$ cat config.mk
export PLATFORM = sky130hd
export DESIGN_NAME = dict_loader
export DESIGN_NICKNAME = d
export VERILOG_FILES = /design/src/rtl/dict_pkg.sv /design/src/rtl/dict_mem_mux.sv /design/src/rtl/dict_loader.sv
export SDC_FILE = /design/constraint.sdc
export NUM_CORES = 1
export LEC_CHECK = 0
export BUFFER_PORTS_ARGS = -buffer_cell sky130_fd_sc_hd__buf_2
export CAP_MARGIN = 20
export CORE_MARGIN = 2
export CORE_UTILIZATION = 42
export CTS_CLUSTER_SIZE = 24
export DETAILED_ROUTE_END_ITERATION = 6
export HOLD_SLACK_MARGIN = 0.08
export PLACE_DENSITY = 0.82
export SLEW_MARGIN = 10
export SYNTH_ARGS = -nofsm -noshare
export SYNTH_HDL_FRONTEND = slang
export SYNTH_SLANG_ARGS = --single-unit
$ cat constraint.sdc
create_clock -name clk -period 3.25 [get_ports clk]
set_clock_uncertainty 0.2 [all_clocks]
set_input_delay 0.4875 -clock clk [delete_from_list [all_inputs] [get_ports clk]]
set_output_delay 0.4875 -clock clk [all_outputs]
set_load 0.005 [all_outputs]
$ cat src/rtl/dict_pkg.sv
// Shared dictionary-image definitions: header layout, count width, loader states
// and the default dictionary geometry used by the loader and the controller.
package dict_pkg;

  localparam int COUNT_W    = 8;
  localparam int HDR_N1_LSB = 0;
  localparam int HDR_N2_LSB = 8;
  localparam int HDR_N3_LSB = 16;

  localparam int DICT1_KEY_W = 3;
  localparam int DICT2_KEY_W = 5;
  localparam int DICT3_KEY_W = 8;
  localparam int DICT1_VAL_W = 7;
  localparam int DICT2_VAL_W = 10;
  localparam int DICT3_VAL_W = 15;

  typedef enum logic [2:0] {
    S_IDLE,
    S_HDR,
    S_LOAD1,
    S_LOAD2,
    S_LOAD3,
    S_DONE
  } state_t;

  // A dictionary with key width kw holds 2^kw entries; larger header counts are clipped.
  function automatic logic [COUNT_W-1:0] clamp_count(input logic [COUNT_W-1:0] cnt,
                                                     input int key_w);
    if (key_w < COUNT_W && int'(cnt) > (1 << key_w)) return COUNT_W'(1 << key_w);
    return cnt;
  endfunction

endpackage

$ cat src/rtl/dict_mem_mux.sv
// Hands the memory port to the controller once loading is done; until then the
// loader owns it and the controller sees no ready and zero data.
module dict_mem_mux (
  input  logic        sel,
  input  logic        ld_valid,
  input  logic [31:0] ld_addr,
  input  logic        ctrl_valid,
  input  logic [31:0] ctrl_addr,
  input  logic        mem_ready,
  input  logic [31:0] mem_rdata,
  output logic        mem_valid,
  output logic [31:0] mem_addr,
  output logic        ctrl_ready,
  output logic [31:0] ctrl_rdata
);

  assign mem_valid  = sel ? ctrl_valid : ld_valid;
  assign mem_addr   = sel ? ctrl_addr  : ld_addr;
  assign ctrl_ready = sel & mem_ready;
  assign ctrl_rdata = sel ? mem_rdata : '0;

endmodule

$ cat src/rtl/dict_loader.sv
// Boot-time loader: reads the dictionary image header, then streams each
// dictionary's values into its write port before releasing memory to the controller.
module dict_loader import dict_pkg::*; #(
  parameter int          FIELD1_KEY_WIDTH = DICT1_KEY_W,
  parameter int          FIELD2_KEY_WIDTH = DICT2_KEY_W,
  parameter int          FIELD3_KEY_WIDTH = DICT3_KEY_W,
  parameter int          FIELD1_VAL_WIDTH = DICT1_VAL_W,
  parameter int          FIELD2_VAL_WIDTH = DICT2_VAL_W,
  parameter int          FIELD3_VAL_WIDTH = DICT3_VAL_W,
  parameter logic [31:0] DICT_BASE_ADDR   = 32'h0001_0000
) (
  input  logic                        clk,
  input  logic                        reset,
  input  logic                        start,
  output logic                        busy,
  output logic                        done,
  input  logic                        proc_valid_in,
  output logic                        proc_valid_out,
  input  logic                        ctrl_mem_req_valid,
  input  logic [31:0]                 ctrl_mem_req_addr,
  output logic                        ctrl_mem_req_ready,
  output logic [31:0]                 ctrl_mem_req_rdata,
  output logic                        mem_req_valid,
  output logic [31:0]                 mem_req_addr,
  input  logic                        mem_req_ready,
  input  logic [31:0]                 mem_req_rdata,
  output logic                        dict1_write_enable,
  output logic [FIELD1_VAL_WIDTH-1:0] dict1_write_val,
  output logic                        dict2_write_enable,
  output logic [FIELD2_VAL_WIDTH-1:0] dict2_write_val,
  output logic                        dict3_write_enable,
  output logic [FIELD3_VAL_WIDTH-1:0] dict3_write_val
);

  state_t             state;
  logic [COUNT_W-1:0] n1, n2, n3;
  logic [15:0]        idx;
  logic               ld_valid;
  logic [31:0]        ld_addr;

  logic [COUNT_W-1:0] c1, c2, c3, cur_rem;
  state_t             hdr_next, load_next;
  logic [31:0]        word_addr;

  assign c1 = clamp_count(mem_req_rdata[HDR_N1_LSB +: COUNT_W], FIELD1_KEY_WIDTH);
  assign c2 = clamp_count(mem_req_rdata[HDR_N2_LSB +: COUNT_W], FIELD2_KEY_WIDTH);
  assign c3 = clamp_count(mem_req_rdata[HDR_N3_LSB +: COUNT_W], FIELD3_KEY_WIDTH);
  assign word_addr = DICT_BASE_ADDR + {14'd0, idx, 2'b00};

  // Empty dictionaries are skipped by jumping straight to the next non-empty one.
  always_comb begin
    hdr_next  = S_DONE;
    load_next = S_DONE;
    cur_rem   = '0;
    if (c3 != '0) hdr_next = S_LOAD3;
    if (c2 != '0) hdr_next = S_LOAD2;
    if (c1 != '0) hdr_next = S_LOAD1;
    case (state)
      S_LOAD1: begin
        cur_rem = n1;
        if (n3 != '0) load_next = S_LOAD3;
        if (n2 != '0) load_next = S_LOAD2;
      end
      S_LOAD2: begin
        cur_rem = n2;
        if (n3 != '0) load_next = S_LOAD3;
      end
      S_LOAD3: cur_rem = n3;
      default: ;
    endcase
  end

  // NOTE: all state here updates with <= so every branch sees the pre-edge values.
  always_ff @(posedge clk or posedge reset) begin
    if (reset) begin
      state              <= S_IDLE;
      busy               <= 1'b0;
      done               <= 1'b0;
      n1                 <= '0;
      n2                 <= '0;
      n3                 <= '0;
      idx                <= '0;
      ld_valid           <= 1'b0;
      ld_addr            <= '0;
      dict1_write_enable <= 1'b0;
      dict2_write_enable <= 1'b0;
      dict3_write_enable <= 1'b0;
      dict1_write_val    <= '0;
      dict2_write_val    <= '0;
      dict3_write_val    <= '0;
    end else begin
      dict1_write_enable <= 1'b0;
      dict2_write_enable <= 1'b0;
      dict3_write_enable <= 1'b0;
      case (state)
        S_IDLE: if (start) begin
          state    <= S_HDR;
          busy     <= 1'b1;
          ld_valid <= 1'b1;
          ld_addr  <= DICT_BASE_ADDR;
          idx      <= 16'd1;
        end
        S_HDR: if (ld_valid && mem_req_ready) begin
          ld_valid <= 1'b0;
          n1       <= c1;
          n2       <= c2;
          n3       <= c3;
          state    <= hdr_next;
          if (hdr_next == S_DONE) begin
            busy <= 1'b0;
            done <= 1'b1;
          end
        end
        S_LOAD1, S_LOAD2, S_LOAD3: begin
          if (ld_valid) begin
            if (mem_req_ready) begin
              ld_valid <= 1'b0;
              idx      <= idx + 16'd1;
              case (state)
                S_LOAD1: begin
                  n1                 <= n1 - 8'd1;
                  dict1_write_enable <= 1'b1;
                  dict1_write_val    <= mem_req_rdata[FIELD1_VAL_WIDTH-1:0];
                end
                S_LOAD2: begin
                  n2                 <= n2 - 8'd1;
                  dict2_write_enable <= 1'b1;
                  dict2_write_val    <= mem_req_rdata[FIELD2_VAL_WIDTH-1:0];
                end
                default: begin
                  n3                 <= n3 - 8'd1;
                  dict3_write_enable <= 1'b1;
                  dict3_write_val    <= mem_req_rdata[FIELD3_VAL_WIDTH-1:0];
                end
              endcase
            end
          end else if (cur_rem == '0) begin
            // Reached only in the cycle after the last strobe of this dictionary.
            state <= load_next;
            if (load_next == S_DONE) begin
              busy <= 1'b0;
              done <= 1'b1;
            end
          end else begin
            ld_valid <= 1'b1;
            ld_addr  <= word_addr;
          end
        end
        S_DONE: ;
        default: state <= S_IDLE;
      endcase
    end
  end

  assign proc_valid_out = proc_valid_in & done;

  dict_mem_mux u_mux (
    .sel        (done),
    .ld_valid   (ld_valid),
    .ld_addr    (ld_addr),
    .ctrl_valid (ctrl_mem_req_valid),
    .ctrl_addr  (ctrl_mem_req_addr),
    .mem_ready  (mem_req_ready),
    .mem_rdata  (mem_req_rdata),
    .mem_valid  (mem_req_valid),
    .mem_addr   (mem_req_addr),
    .ctrl_ready (ctrl_mem_req_ready),
    .ctrl_rdata (ctrl_mem_req_rdata)
  );

endmodule

=== Word level (Yosys, flattened, before mapping) ===
Cells that the tools add are included.

* Latch bits: 0
* Logic and storage cells: 144
* Memory bits (writable): 0
* Flip-flop bits (word level): 113
* Output and inout port bits: 104
* Memory bits (read-only): 0
* Memories: 0

* Order comparisons: 2
* Shifts and indexed selects: 0
* Equality and inequality tests: 19
* Multiplexer cells: 74
* Multipliers: 0
* Bitwise logic cells: 4
* Divide/modulo/power cells: 0
* $add $sub $neg: 5
* Reduce and logical (&&, ||, !) cells: 25

{| class="wikitable"
|+ Operator list
! cell !! number
|-
| $mux W32 || 5
|-
| $mux W8 || 16
|-
| $pmux W32 S2 || 1
|-
| $mux W16 || 3
|-
| $pmux W8 S2 || 3
|-
| $reduce_bool A8 Y1 || 5
|-
| $mux W1 || 32
|-
| $pmux W16 S2 || 1
|-
| $ne A2 B2 Y1 const B || 12
|-
| $pmux W8 S3 || 1
|-
| $sub A8 B1 Y8 const B || 3
|-
| $mux W3 || 7
|-
| $reduce_and A4 Y1 || 5
|-
| $reduce_and A5 Y1 || 4
|-
| $add A17 B18 Y19 const A || 1
|-
| $add A16 B1 Y16 const B || 1
|-
| $eq A3 B3 Y1 const B || 4
|-
| $pmux W3 S4 || 1
|-
| $gt A8 B4 Y1 const B || 1
|-
| $gt A8 B6 Y1 const B || 1
|-
| $logic_not A8 Y1 || 1
|-
| $reduce_and A7 Y1 || 1
|-
| $eq A3 B2 Y1 const B || 2
|-
| $pmux W1 S3 || 2
|-
| other kinds (13) || 16
|}

=== Depth between registers and ports, before layout ===
* Depth in word-level cells: 10
* Gate-level depth with buffers: 9
* Mapped depth without buffers: 7

=== Cells and area by module ===
Synthesis repeated with hierarchy kept, for this count alone.

* Cell total of the unflattened synthesis: 578
* Area total of the unflattened synthesis: 5,451.5 um2

{| class="wikitable"
|+ By module, submodules not included
! module !! area an instance (um2) !! cells an instance !! instances
|-
| dict_loader || 4,794.6 || 505 || 1
|-
| dict_mem_mux || 656.9 || 73 || 1
|}

=== Worst setup path before layout ===
Ideal clock, no wire load.

* Kind: flip-flop to flip-flop
* Start point: register n2[0]
* End point: register state[0]
* Library setup time: 0.128 ns
* Data arrival time: 1.828 ns
* Cell stages (with the launch flop): 8
* Setup slack: 1.095 ns
* Cells stage by stage: dfrtp_1 > inv_1 > ha_1 > nor3b_1 > a21oi_1 > nand2b_1 > a32o_1 > mux2_1

* Longest elaborated chain between the ends: 6

{| class="wikitable"
|+ Ends and longest elaborated chain
! item !! line !! source
|-
| start, declared || dict_loader.sv:36 || <nowiki>logic [COUNT_W-1:0] n1, n2, n3;</nowiki>
|-
| start signal, assigned || dict_loader.sv:126 || <nowiki>n2 <= n2 - 8'd1;</nowiki>
|-
| $reduce_bool A8 Y1 || dict_loader.sv:62 || <nowiki>if (n2 != '0) load_next = S_LOAD2;</nowiki>
|-
| $mux W3 || dict_loader.sv:62 ||
|-
| $pmux W3 S2 || dict_loader.sv:58 || <nowiki>case (state)</nowiki>
|-
| $mux W3 || dict_loader.sv:137 || <nowiki>end else if (cur_rem == '0) begin</nowiki>
|-
| $mux W3 || dict_loader.sv:115 || <nowiki>if (ld_valid) begin</nowiki>
|-
| $pmux W3 S4 || dict_loader.sv:95 || <nowiki>case (state)</nowiki>
|-
| end signal, assigned || dict_loader.sv:108 || <nowiki>state <= hdr_next;</nowiki>
|-
| end signal, assigned || dict_loader.sv:139 || <nowiki>state <= load_next;</nowiki>
|-
| end, declared || dict_loader.sv:35 || <nowiki>state_t state;</nowiki>
|}

Several ways; a longest one is shown, not always the timed one. The select of a mux whose other input is x is not followed.
A chain may end at the register's enable or synchronous reset.

=== Worst setup path in the final report ===
* Start point: register state[1]
* End point: register state[2]

* Longest elaborated chain between the ends: 5

{| class="wikitable"
|+ Ends and longest elaborated chain
! item !! line
|-
| $eq A3 B3 Y1 / $eq A3 B2 Y1 (equally long branches) || dict_loader.sv:58, dict_loader.sv:95
|-
| $pmux W8 S3 / $pmux W3 S2 (equally long branches) || dict_loader.sv:58
|-
| $logic_not A8 Y1 / $mux W3 (equally long branches) || dict_loader.sv:137
|-
| $ne A2 B2 Y1 (no line) / $mux W3 (equally long branches) || -
|-
| $reduce_and A5 Y1 (no line) / $pmux W3 S4 (equally long branches) || -
|}

Several ways; a longest one is shown, not always the timed one. The select of a mux whose other input is x is not followed.

==> results.json <==
{
  "clock_path_buffers": 2,
  "setup_viol": 0,
  "synth_edf_count": 0,
  "place_hpwl_um": 9420,
  "holdWs_ns": 0.0669,
  "cp_data_required_time_ns": 3.28,
  "syn_to_final_growth_pct": 24.7,
  "rr_worst_depth": 5,
  "die_y_um": 117,
  "antenna_found_initial": 0,
  "max_freq_mhz": 370,
  "h-tree-depth": 3,
  "ys_ff_latch": 98,
  "cts_resized": 0,
  "design_area_um2": 6660,
  "track_usage_pct": 19.6,
  "cts_made_buffers": 9,
  "wl_um": 13300,
  "start_util_pct": 42.6,
  "cts-root-buf": "clkbuf_16",
  "yosys_warnings": 0,
  "first_pass_iters": 4,
  "worst_slack_ns": 0.547,
  "r2r_start": "state[1]",
  "critPathArrivalTime_ns": 2.73,
  "remaining_drc_errors": 0,
  "first_global_vias": 4139,
  "rsz0062_at_grt": "no",
  "gp_congestion": 0.858,
  "synth_cell_type_count": 66,
  "io_pins": 174,
  "yosysSeqAreaShare_pct": 45.9,
  "synth_ff_type": "dfrtp_1",
  "dr_total_vias": 4544,
  "status": "finished, final reports clean",
  "cts_hold_buf": 0,
  "rows": 41,
  "syn_inst": 517,
  "async_flop_share_pct": 100,
  "totalPowerFinal_w": 0.00493,
  "endpoint_kind": "register",
  "grt-ovfl-total": 0,
  "nets": 754,
  "hold_class": "primary input to async pin",
  "tritoncts": "built",
  "crit_type": "register to register",
  "insertion_delay_ns": 0.34,
  "powerDensity_nw_per_um2": 740,
  "final_common_cell": "buf_2",
  "avgRoutedWirePerCell_um": 15.6,
  "fp.dieW_um": 117,
  "n_antenna_cell": 0,
  "critPathLaunch": "state[1]",
  "drtIter0Drc": 284,
  "port_buffers": 173,
  "netlist_area_um2": 5340,
  "final.period_utilization_pct": 83.2,
  "ir_worst_vdd_v": 0.000428,
  "synth.avg_cell_area_um2": 10.3,
  "maxSlewViolCount": 0,
  "p_leak_nw": 3.19,
  "synth_fp_nets": 592,
  "cts_sinks": 98,
  "setup.worst_path.start_class": "register",
  "hold_viol": 0,
  "post_cts_buffers": 0,
  "dp_slack_ns": 0.669,
  "reg2reg_slack_ns": 0.55,
  "die_area_um2": 13600,
  "routed_via_density": 5.31,
  "antenna_left": 0,
  "layout-drive-gt1-share_pct": 35.7,
  "clk_pin_slew_ns": 0.07,
  "grt_pass1_wl_um": 20900,
  "crit_fanout": 20,
  "post-route-min-period_ns": 2.70,
  "setup_tns_ns": 0,
  "core_um2": 12500,
  "dpl_cell_area_um2": 6360,
  "most-common-layout-cells": "buf_2, dfrtp_1, and2_1, nor2_1, mux2_1",
  "cap_violations": 0,
  "grt_max_degree": 59,
  "maxSlewHeadroom_pct": 31.8,
  "worst_pin_slew_ns": 1.02
}
==> registers in the layout, indices dropped and copies added, names as in the netlist, 3 cells and up <==
signal           flops
n1                   8
state                3
n2                   8
idx                 16
dict1_write_val      7
n3                   8
ld_addr             17
dict2_write_val     10
dict3_write_val     15
==> where the power goes <==
part	switching (W)	internal (W)
clock network	0.000466	0.000600
logic	0.00110	0.000856
registers	0.000305	0.00160
total	0.00187	0.00305
==> per-layer routing <==
| layer | track usage [%] | up-vias | share of wire, % |
|---|---|---|---|
| li1 | - | 2182 | - |
| met1 | 25.8 | 2165 | 43 |
| met3 | 5.29 | 8 | 8.2 |
| met5 | 0 | - | 0 |
| met2 | 32.5 | 189 | 48 |
| met4 | 4.55 | 0 | 0.95 |
==> cells by family (layout without fill, tap and decap cells) <==
kind of cell / Yosys count / in the layout / share of synthesized area (%)
xor+xnor: 19 / 19 / 3.12
fa+ha+maj: 5 / 5 / 1.17
simple gates: 184 / 184 / 19.3
buf+inv: 45 / 211 / 4.06
mux: 53 / 53 / 11.1
compound gates: 113 / 113 / 15.3
flops: 98 / 98 / 45.9
==> worst paths after layout <==
path | end
worst max-delay path | state[2]
worst min-delay path | dict3_write_val[14]
worst max register to register | state[2]
worst min register to register | dict3_write_val[14]
max in group asynchronous | dict1_write_enable
min in group clk | n3[0]
==> metrics by stage <==
stage / util [%] / cells
after floorplan: - / 517
after global placement: 50.8 / 840
after detailed placement: 50.8 / 840
after CTS: 53.2 / 855
after global routing: 53.2 / 855
final: 53.2 / 855
==> worst max-delay path: stages, from the launching register on <==
cell      delay (ns)
dfrtp_1         0.60
or3b_1          0.40
nand2_2         0.35
a221oi_2        0.42
nand3b_1        0.22
o41ai_2         0.40
==> layout make-up <==
type                    instances  area, um^2
repair buffers                184         973
clock buffers                  10         229
multi-input cells             374        2670
inverters                      12        47.5
well taps                     172         215
fillers                      1133        5860
clock inverters                 5        65.1
flip-flops and latches         98        2450
==> synth_stat cells, drive strengths merged, types with 4 or more instances <==
master,instances,share of area (%)
or4,4,0.56
dfrtp,98,46
nand3,6,0.56
a22o,17,2.8
inv,12,0.84
and2,53,6.2
o211ai,7,0.98
nor3,14,1.6
clkbuf,11,0.77
ha,5,1.2
nand2,24,1.8
nand2b,6,0.70
and3,4,0.47
a31oi,5,0.59
nor2,47,3.4
nor3b,4,0.56
o21ai,26,2.6
o2111ai,8,1.3
nor4,7,1.5
mux2,51,11
xor2,16,2.6
buf,22,2.4
a21oi,23,2.3
No activity file was read; power rests on OpenSTA's default activity.
